`src/rtl/gemm_ctrl.sv`:
```
// Sequencer for the GEMM systolic array: MMIO register file, operand fetch,
// feed/flush sequencing and result write-back over a single-outstanding memory port.
module gemm_ctrl #(
  parameter int SA_DIM = 4,
  parameter int KMAX_W = 8
) (
  input  logic                  clk,
  input  logic                  reset,
  input  logic                  cfg_we,
  input  logic [4:0]            cfg_addr,
  input  logic [31:0]           cfg_wdata,
  output logic [31:0]           cfg_rdata,
  output logic                  mem_req,
  output logic                  mem_we,
  output logic [31:0]           mem_addr,
  output logic [31:0]           mem_wdata,
  input  logic                  mem_gnt,
  input  logic                  mem_rvalid,
  input  logic [31:0]           mem_rdata,
  output logic                  sa_clr,
  output logic                  sa_feed,
  output logic [8*SA_DIM-1:0]   sa_a,
  output logic [8*SA_DIM-1:0]   sa_b,
  output logic [3:0]            sa_res_sel,
  input  logic [31:0]           sa_res_data,
  output logic                  busy,
  output logic                  irq
);

  if (SA_DIM != 4) begin : g_dim_check
    $error("gemm_ctrl: only SA_DIM=4 is supported");
  end

  localparam int FLUSH_LEN = 2 * SA_DIM - 1;
  localparam int N_RES     = SA_DIM * SA_DIM;
  localparam int FL_W      = $clog2(FLUSH_LEN);
  localparam int J_W       = $clog2(N_RES);

  localparam logic [FL_W-1:0] FL_LAST = FL_W'(FLUSH_LEN - 1);
  localparam logic [J_W-1:0]  J_LAST  = J_W'(N_RES - 1);

  localparam logic [4:0] ADDR_CTRL   = 5'h00;
  localparam logic [4:0] ADDR_STATUS = 5'h04;
  localparam logic [4:0] ADDR_A_BASE = 5'h08;
  localparam logic [4:0] ADDR_B_BASE = 5'h0C;
  localparam logic [4:0] ADDR_C_BASE = 5'h10;
  localparam logic [4:0] ADDR_K      = 5'h14;

  typedef enum logic [3:0] {
    S_IDLE,
    S_CLR,
    S_RDA,
    S_WTA,
    S_RDB,
    S_WTB,
    S_FEED,
    S_FLUSH,
    S_WR,
    S_DONE
  } state_e;

  state_e state_q, state_d;

  logic [31:0]         a_base_q, b_base_q, c_base_q;
  logic [KMAX_W-1:0]   k_cfg_q;
  logic                done_q, err_q;

  logic [KMAX_W-1:0]   k_q;
  logic [FL_W-1:0]     fl_q;
  logic [J_W-1:0]      j_q;
  logic [8*SA_DIM-1:0] a_hold_q, b_hold_q;

  logic                idle;
  logic                wr_ctrl, wr_status, cfg_wr_ok;
  logic                start_ok, start_err;
  logic [KMAX_W-1:0]   k_inc;
  logic [31:0]         k_off, j_off;

  assign idle      = (state_q == S_IDLE);
  assign busy      = !idle;
  assign wr_ctrl   = cfg_we && (cfg_addr == ADDR_CTRL);
  assign wr_status = cfg_we && (cfg_addr == ADDR_STATUS);
  assign cfg_wr_ok = cfg_we && idle;

  // A start while running is dropped silently; only an idle start with K=0 flags err.
  assign start_ok  = wr_ctrl && cfg_wdata[0] && idle && (k_cfg_q != '0);
  assign start_err = wr_ctrl && cfg_wdata[0] && idle && (k_cfg_q == '0);

  assign k_inc = k_q + 1'b1;
  assign k_off = {{(30-KMAX_W){1'b0}}, k_q, 2'b00};
  assign j_off = {{(30-J_W){1'b0}}, j_q, 2'b00};

  // Register file and sticky status bits.
  always_ff @(posedge clk or posedge reset) begin
    if (reset) begin
      a_base_q <= '0;
      b_base_q <= '0;
      c_base_q <= '0;
      k_cfg_q  <= '0;
      done_q   <= 1'b0;
      err_q    <= 1'b0;
    end else begin
      // NOTE: sequential state uses <= so every flop updates from pre-edge values.
      if (cfg_wr_ok && (cfg_addr == ADDR_A_BASE)) a_base_q <= {cfg_wdata[31:2], 2'b00};
      if (cfg_wr_ok && (cfg_addr == ADDR_B_BASE)) b_base_q <= {cfg_wdata[31:2], 2'b00};
      if (cfg_wr_ok && (cfg_addr == ADDR_C_BASE)) c_base_q <= {cfg_wdata[31:2], 2'b00};
      if (cfg_wr_ok && (cfg_addr == ADDR_K))      k_cfg_q  <= cfg_wdata[KMAX_W-1:0];

      if (start_ok || (wr_status && cfg_wdata[1])) done_q <= 1'b0;
      if (state_q == S_DONE)                       done_q <= 1'b1;

      if (wr_status && cfg_wdata[2]) err_q <= 1'b0;
      if (start_err)                 err_q <= 1'b1;
    end
  end

  // Loop counters and operand holding registers.
  always_ff @(posedge clk or posedge reset) begin
    if (reset) begin
      k_q      <= '0;
      fl_q     <= '0;
      j_q      <= '0;
      a_hold_q <= '0;
      b_hold_q <= '0;
    end else begin
      if (state_q == S_CLR) begin
        k_q  <= '0;
        fl_q <= '0;
      end
      if (state_q == S_FEED) k_q <= k_inc;
      if (state_q == S_FLUSH) begin
        fl_q <= fl_q + 1'b1;
        j_q  <= '0;
      end
      if ((state_q == S_WR) && mem_gnt) j_q <= j_q + 1'b1;
      if ((state_q == S_WTA) && mem_rvalid) a_hold_q <= mem_rdata[8*SA_DIM-1:0];
      if ((state_q == S_WTB) && mem_rvalid) b_hold_q <= mem_rdata[8*SA_DIM-1:0];
    end
  end

  always_ff @(posedge clk or posedge reset) begin
    if (reset) state_q <= S_IDLE;
    else       state_q <= state_d;
  end

  always_comb begin
    // NOTE: every comb output gets a default first so no path can infer a latch.
    state_d = state_q;
    unique case (state_q)
      S_IDLE:  if (start_ok) state_d = S_CLR;
      S_CLR:   state_d = S_RDA;
      S_RDA:   if (mem_gnt) state_d = S_WTA;
      S_WTA:   if (mem_rvalid) state_d = S_RDB;
      S_RDB:   if (mem_gnt) state_d = S_WTB;
      S_WTB:   if (mem_rvalid) state_d = S_FEED;
      S_FEED:  state_d = (k_inc == k_cfg_q) ? S_FLUSH : S_RDA;
      S_FLUSH: if (fl_q == FL_LAST) state_d = S_WR;
      S_WR:    if (mem_gnt && (j_q == J_LAST)) state_d = S_DONE;
      S_DONE:  state_d = S_IDLE;
      default: state_d = S_IDLE;
    endcase
  end

  // Requests are decoded purely from state so a reset drops them immediately.
  always_comb begin
    mem_req    = 1'b0;
    mem_we     = 1'b0;
    mem_addr   = '0;
    mem_wdata  = '0;
    sa_clr     = 1'b0;
    sa_feed    = 1'b0;
    sa_a       = '0;
    sa_b       = '0;
    sa_res_sel = '0;
    irq        = 1'b0;
    unique case (state_q)
      S_CLR: sa_clr = 1'b1;
      S_RDA: begin
        mem_req  = 1'b1;
        mem_addr = a_base_q + k_off;
      end
      S_RDB: begin
        mem_req  = 1'b1;
        mem_addr = b_base_q + k_off;
      end
      S_FEED: begin
        sa_feed = 1'b1;
        sa_a    = a_hold_q;
        sa_b    = b_hold_q;
      end
      S_FLUSH: sa_feed = 1'b1;
      S_WR: begin
        mem_req    = 1'b1;
        mem_we     = 1'b1;
        mem_addr   = c_base_q + j_off;
        mem_wdata  = sa_res_data;
        sa_res_sel = j_q;
      end
      S_DONE: irq = 1'b1;
      default: ;
    endcase
  end

  always_comb begin
    cfg_rdata = '0;
    case (cfg_addr)
      ADDR_STATUS: cfg_rdata = {29'd0, err_q, done_q, busy};
      ADDR_A_BASE: cfg_rdata = a_base_q;
      ADDR_B_BASE: cfg_rdata = b_base_q;
      ADDR_C_BASE: cfg_rdata = c_base_q;
      ADDR_K:      cfg_rdata = {{(32-KMAX_W){1'b0}}, k_cfg_q};
      default:     cfg_rdata = '0;
    endcase
  end

endmodule
```
`config.mk`:
```
export PLATFORM = sky130hd
export DESIGN_NAME = gemm_ctrl
export DESIGN_NICKNAME = d
export VERILOG_FILES = /design/src/rtl/gemm_ctrl.sv
export SDC_FILE = /design/constraint.sdc
export NUM_CORES = 1
export LEC_CHECK = 0
export CAP_MARGIN = 10
export CORE_MARGIN = 2
export CORE_UTILIZATION = 29
export CTS_BUF_LIST = sky130_fd_sc_hd__clkbuf_16
export CTS_CLUSTER_DIAMETER = 200
export DETAILED_ROUTE_END_ITERATION = 10
export GPL_TIMING_DRIVEN = 1
export HOLD_SLACK_MARGIN = 0.02
export PLACE_DENSITY = 0.55
export REMOVE_ABC_BUFFERS = 1
export SETUP_SLACK_MARGIN = 0.15
export SLEW_MARGIN = 20
export SYNTH_ARGS = -nofsm -noshare
export SYNTH_HDL_FRONTEND = slang
export SYNTH_SLANG_ARGS = --single-unit
```
`constraint.sdc`:
```
create_clock -name clk -period 7.5 [get_ports clk]
set_input_delay 1.5 -clock clk [delete_from_list [all_inputs] [get_ports clk]]
set_output_delay 1.5 -clock clk [all_outputs]
set_load 0.01 [all_outputs]
```
==> key figures <==
Run status
  • Result of the run: finished clean

Yosys
  • Most frequent cells after synthesis: 185 x nand2_1, 183 x dfrtp_1, 132 x mux2_2
  • Syn Std Cell Area: 11000 um2
  • Area share of the largest cell type after synthesis: 41.8%
  • Cell type with the highest aggregate area in the netlist: dfrtp_1
  • Syn Inst Count: 1145
  • Ys flop type: dfrtp_1
  • Share of async-settable or async-resettable flops after synthesis: 100%
  • Post-synthesis average cell area: 9.57 um2
  • Flops & latches, synth: 183
  • Number of warning messages in the yosys log: 0
  • Count of unique library cells instantiated by Yosys: 63
  • Most common cell in the synthesized netlist: nand2_1
  • EDFF count, synth: 0
  • Sequential share of the synthesized area: 41.8%
  • Synth top area cells: dfrtp_1 42%, mux2_2 14%, nand2_1 6.3%, and2_1 5.9%, xor2_1 3.3%

Critical path
  • Reg2reg start: state_q[1]$_DFFE_PP0P_
  • Buffers & Inverters on Critical Path: 1
  • Slowest Stage Delay on Critical Path: 1.04 ns
  • Largest driver fanout on the critical path: 25
  • Length in cells of the worst reg-to-reg path: 6
  • Worst endpoint data arrival time: 5.29 ns
  • Cell family contributing the most delay on the critical path: compound AO/OA/AOI/OAI gates
  • Worst path most repeated cell: nand2_1
  • Worst Path Class, Setup: reg -> out
  • Worst setup slack for register-to-register paths: 4.54 ns
  • Ordered list of cells on the worst path: or4b_1, nand2_1, nand2_1, ha_1, a211oi_1, o21ai_0, o2111ai_1, nor3_1, xor2_1, o22ai_1, clkdlybuf4s50_1
  • Required arrival time at the worst endpoint: 6.00 ns
  • Element type at the critical path end: primary output
  • Reg-to-reg endpoint: j_q[2]$_DFFE_PP0P_
  • Highest-delay cell along the critical path: or4b_1
  • Startpoint Class: register

Timing
  • Total negative slack for setup checks: 0 ns
  • Worst slew margin relative to its limit: 27.8%
  • RSZ-0062 raised after global routing: false
  • Post-route clock period utilization: 90.6%
  • Clock period minus final worst setup slack: 6.79 ns
  • Worst slew pin tran: 1.08 ns
  • Final count of hold timing violations: 0
  • Max frequency: 147 MHz
  • Minimum hold slack: 0.465 ns
  • Final slew viol count: 0
  • Setup clock skew after layout: 0.0101 ns
  • Setup Viol. Count Final: 0

Power
  • Proportion of power drawn by flip-flops and latches: 43.1%
  • Leak Pwr: 6.22 nW
  • Internal power consumption: 2.41 mW
  • Total power after layout: 3.73 mW
  • Power per standard cell area: 253 nW/um2
  • Logic pwr share: 32.2%
  • Peak supply drop: 0.191 mV
  • Switching share of power: 35.4%
  • Psw: 1.32 mW
  • Clk network pwr share: 24.7%

Global route
  • Antenna violations before repair: 0
  • Via count of the first global-routing pass: 9510
  • Overall global routing resource usage: 18.6%
  • Wire length of the first global-routing pass: 56100 um
  • Overall overflow remaining after global route: 0
  • Pin count of the biggest net entering global routing: 92

Floorplan
  • Die width: 198 um
  • Die Ht: 198 um
  • Die Footprint: 39400 um2
  • Core area: 37400 um2
  • Initial Util: 29.3%
  • Boundary pin count: 276
  • Count of standard-cell rows: 71

Clock network
  • Post CTS Setup Buffer Count: 0
  • Clk_lat worst skew: 0.45 ns
  • Clock-pin slew of the registers on the worst-case setup and hold paths: 0.07 ns
  • Number of sinks handled by clock tree synthesis: 183
  • TritonCTS clock tree: built
  • Number of H-tree levels: 4
  • TritonCTS buffer count: 17
  • Number of instances resized during post-cts repair: 0
  • Master cell of the clock root buffer: clkbuf_16
  • Max clock buf depth: 2
  • Quantity of hold-fixing buffers added after cts: 0

Worst hold path
  • Endpoint of the worst hold-timing path: a_hold_q[14]$_DFFE_PP0P_
  • Hold Crit Depth: 2
  • Path category of the worst min-delay check: reg -> reg
  • Launch point of the worst hold path: a_hold_q[14]$_DFFE_PP0P_

Route
  • Met2 layer wire length in the routed design: 16400 um
  • Aggregate routed wire length: 36200 um
  • Wire length on met3: 3330 um
  • Met1 WL: 15900 um
  • Via density per instance: 5.06
  • Drt initial violations: 584
  • Vias: 9638
  • Post-DR wirelength/cell: 19.0 um
  • Top sig layer: met4
  • DRC violations left: 0
  • Detailed-routing iteration count for the pre-antenna-repair pass: 6
  • Antenna Nets Post-Route: 0

Finish
  • Number of inserted diodes: 0
  • Total number of nets in the final design: 1506
  • Ratio of cells with drive above 1 in the final layout: 13.7%
  • Layout area overhead: 34.6%

Place
  • Global placer's final weighted congestion: 0.838
  • Port Buf Inserts: 273
  • Detailed placement HPWL: 25300 um

Job
  • MaxCap Viol Count: 0
==> cell type report <==
cell class | count | area [um2]
Clock inverter | 15 | 154
Clock buffer | 17 | 425
Fill cell | 3717 | 22600
Inverter | 13 | 53.8
Timing Repair Buffer | 290 | 2860
Sequential cell | 183 | 4580
Tap cell | 511 | 639
Multi-Input combinational cell | 875 | 6050
==> cell families after synthesis <==
family	after synthesis	share of synthesized area, %
simple gates	442	20.4
flops	183	41.8
mux	152	15.4
fa+ha+maj	20	2.42
buf+inv	88	3.19
other cells	1	0.0342
xor+xnor	69	5.51
compound gates	190	11.2
==> cells in the final DEF, fill, tap and decap left out, drive strengths merged, types with 3 or more instances in the layout <==
cell type,n
or4,3
nand2b,3
o22ai,29
nor2,37
clkdlybuf4s50,272
nand4b,3
clkinv,6
xor2,41
and3,12
buf,18
nand3,26
o211ai,3
mux2i,20
a31oi,5
nor4b,5
clkbuf,17
mux2,132
nand4,21
ha,18
o21ai,37
nand2,185
a221oi,25
nor3,13
inv,18
nand3b,3
nor2b,5
a22oi,15
xnor2,28
nor4,6
and4,6
o31ai,4
dfrtp,183
a211oi,4
or2,3
a21oi,47
a21o,4
and2,105
==> worst max path at each step <==
stage	start	endpoint	slack (ns)	cells after the start
2_1_floorplan	cfg_addr[0]	a_base_q[10]$_DFFE_PP0P_	-1.30	3
3_3_place_gp	state_q[1]$_DFFE_PP0P_	mem_addr[19]	1.30	11
3_5_place_dp	state_q[1]$_DFFE_PP0P_	mem_addr[19]	1.18	11
4_1_cts	state_q[1]$_DFFE_PP0P_	mem_addr[19]	0.67	11
5_1_grt	state_q[1]$_DFFE_PP0P_	mem_addr[19]	0.38	11
6_report	state_q[1]$_DFFE_PP0P_	mem_addr[19]	0.71	11
==> worst min-delay path, stage by stage, from the launching register on <==
cell	delay, ns
dfrtp_1	0.33
nand2_1	0.05
nand2_1	0.05
==> routing by layer <==
metal  GRT usage, %  up-vias
met5              0        -
met4           4.93        0
met3           6.22       35
met2           29.3      368
met1           24.4     4712
li1               -     4523
==> state kept, by name, summed over array words and instances (netlist names), 4 cells and up <==
signal / cells
a_hold_q: 32
b_hold_q: 32
a_base_q: 30
b_base_q: 30
c_base_q: 30
k_cfg_q: 8
k_q: 8
j_q: 4
state_q: 4
==> power groups by stage <==
stage / Combinational [mW] / Clock [mW] / Sequential [mW]
global placement: 1.20 / 0 / 1.61
CTS: 1.22 / 0.955 / 1.61
floorplan: 0.770 / 0 / 1.52
finish: 1.20 / 0.921 / 1.61
detailed placement: 1.22 / 0 / 1.62
global route: 1.33 / 0.991 / 1.67
==> stage by stage <==
stage / worst slack [ns] / cells / util [%] / area [um2]
final: 0.706 / 1904 / 39.5 / 14800
after global placement: 1.30 / 1872 / 37.9 / 14200
after CTS: 0.667 / 1904 / 39.5 / 14800
after detailed placement: 1.18 / 1872 / 37.9 / 14200
after global routing: 0.378 / 1904 / 39.5 / 14800
after floorplan: -1.30 / 1071 / - / 10700
Note: power is estimated with default switching activity, not from simulation.
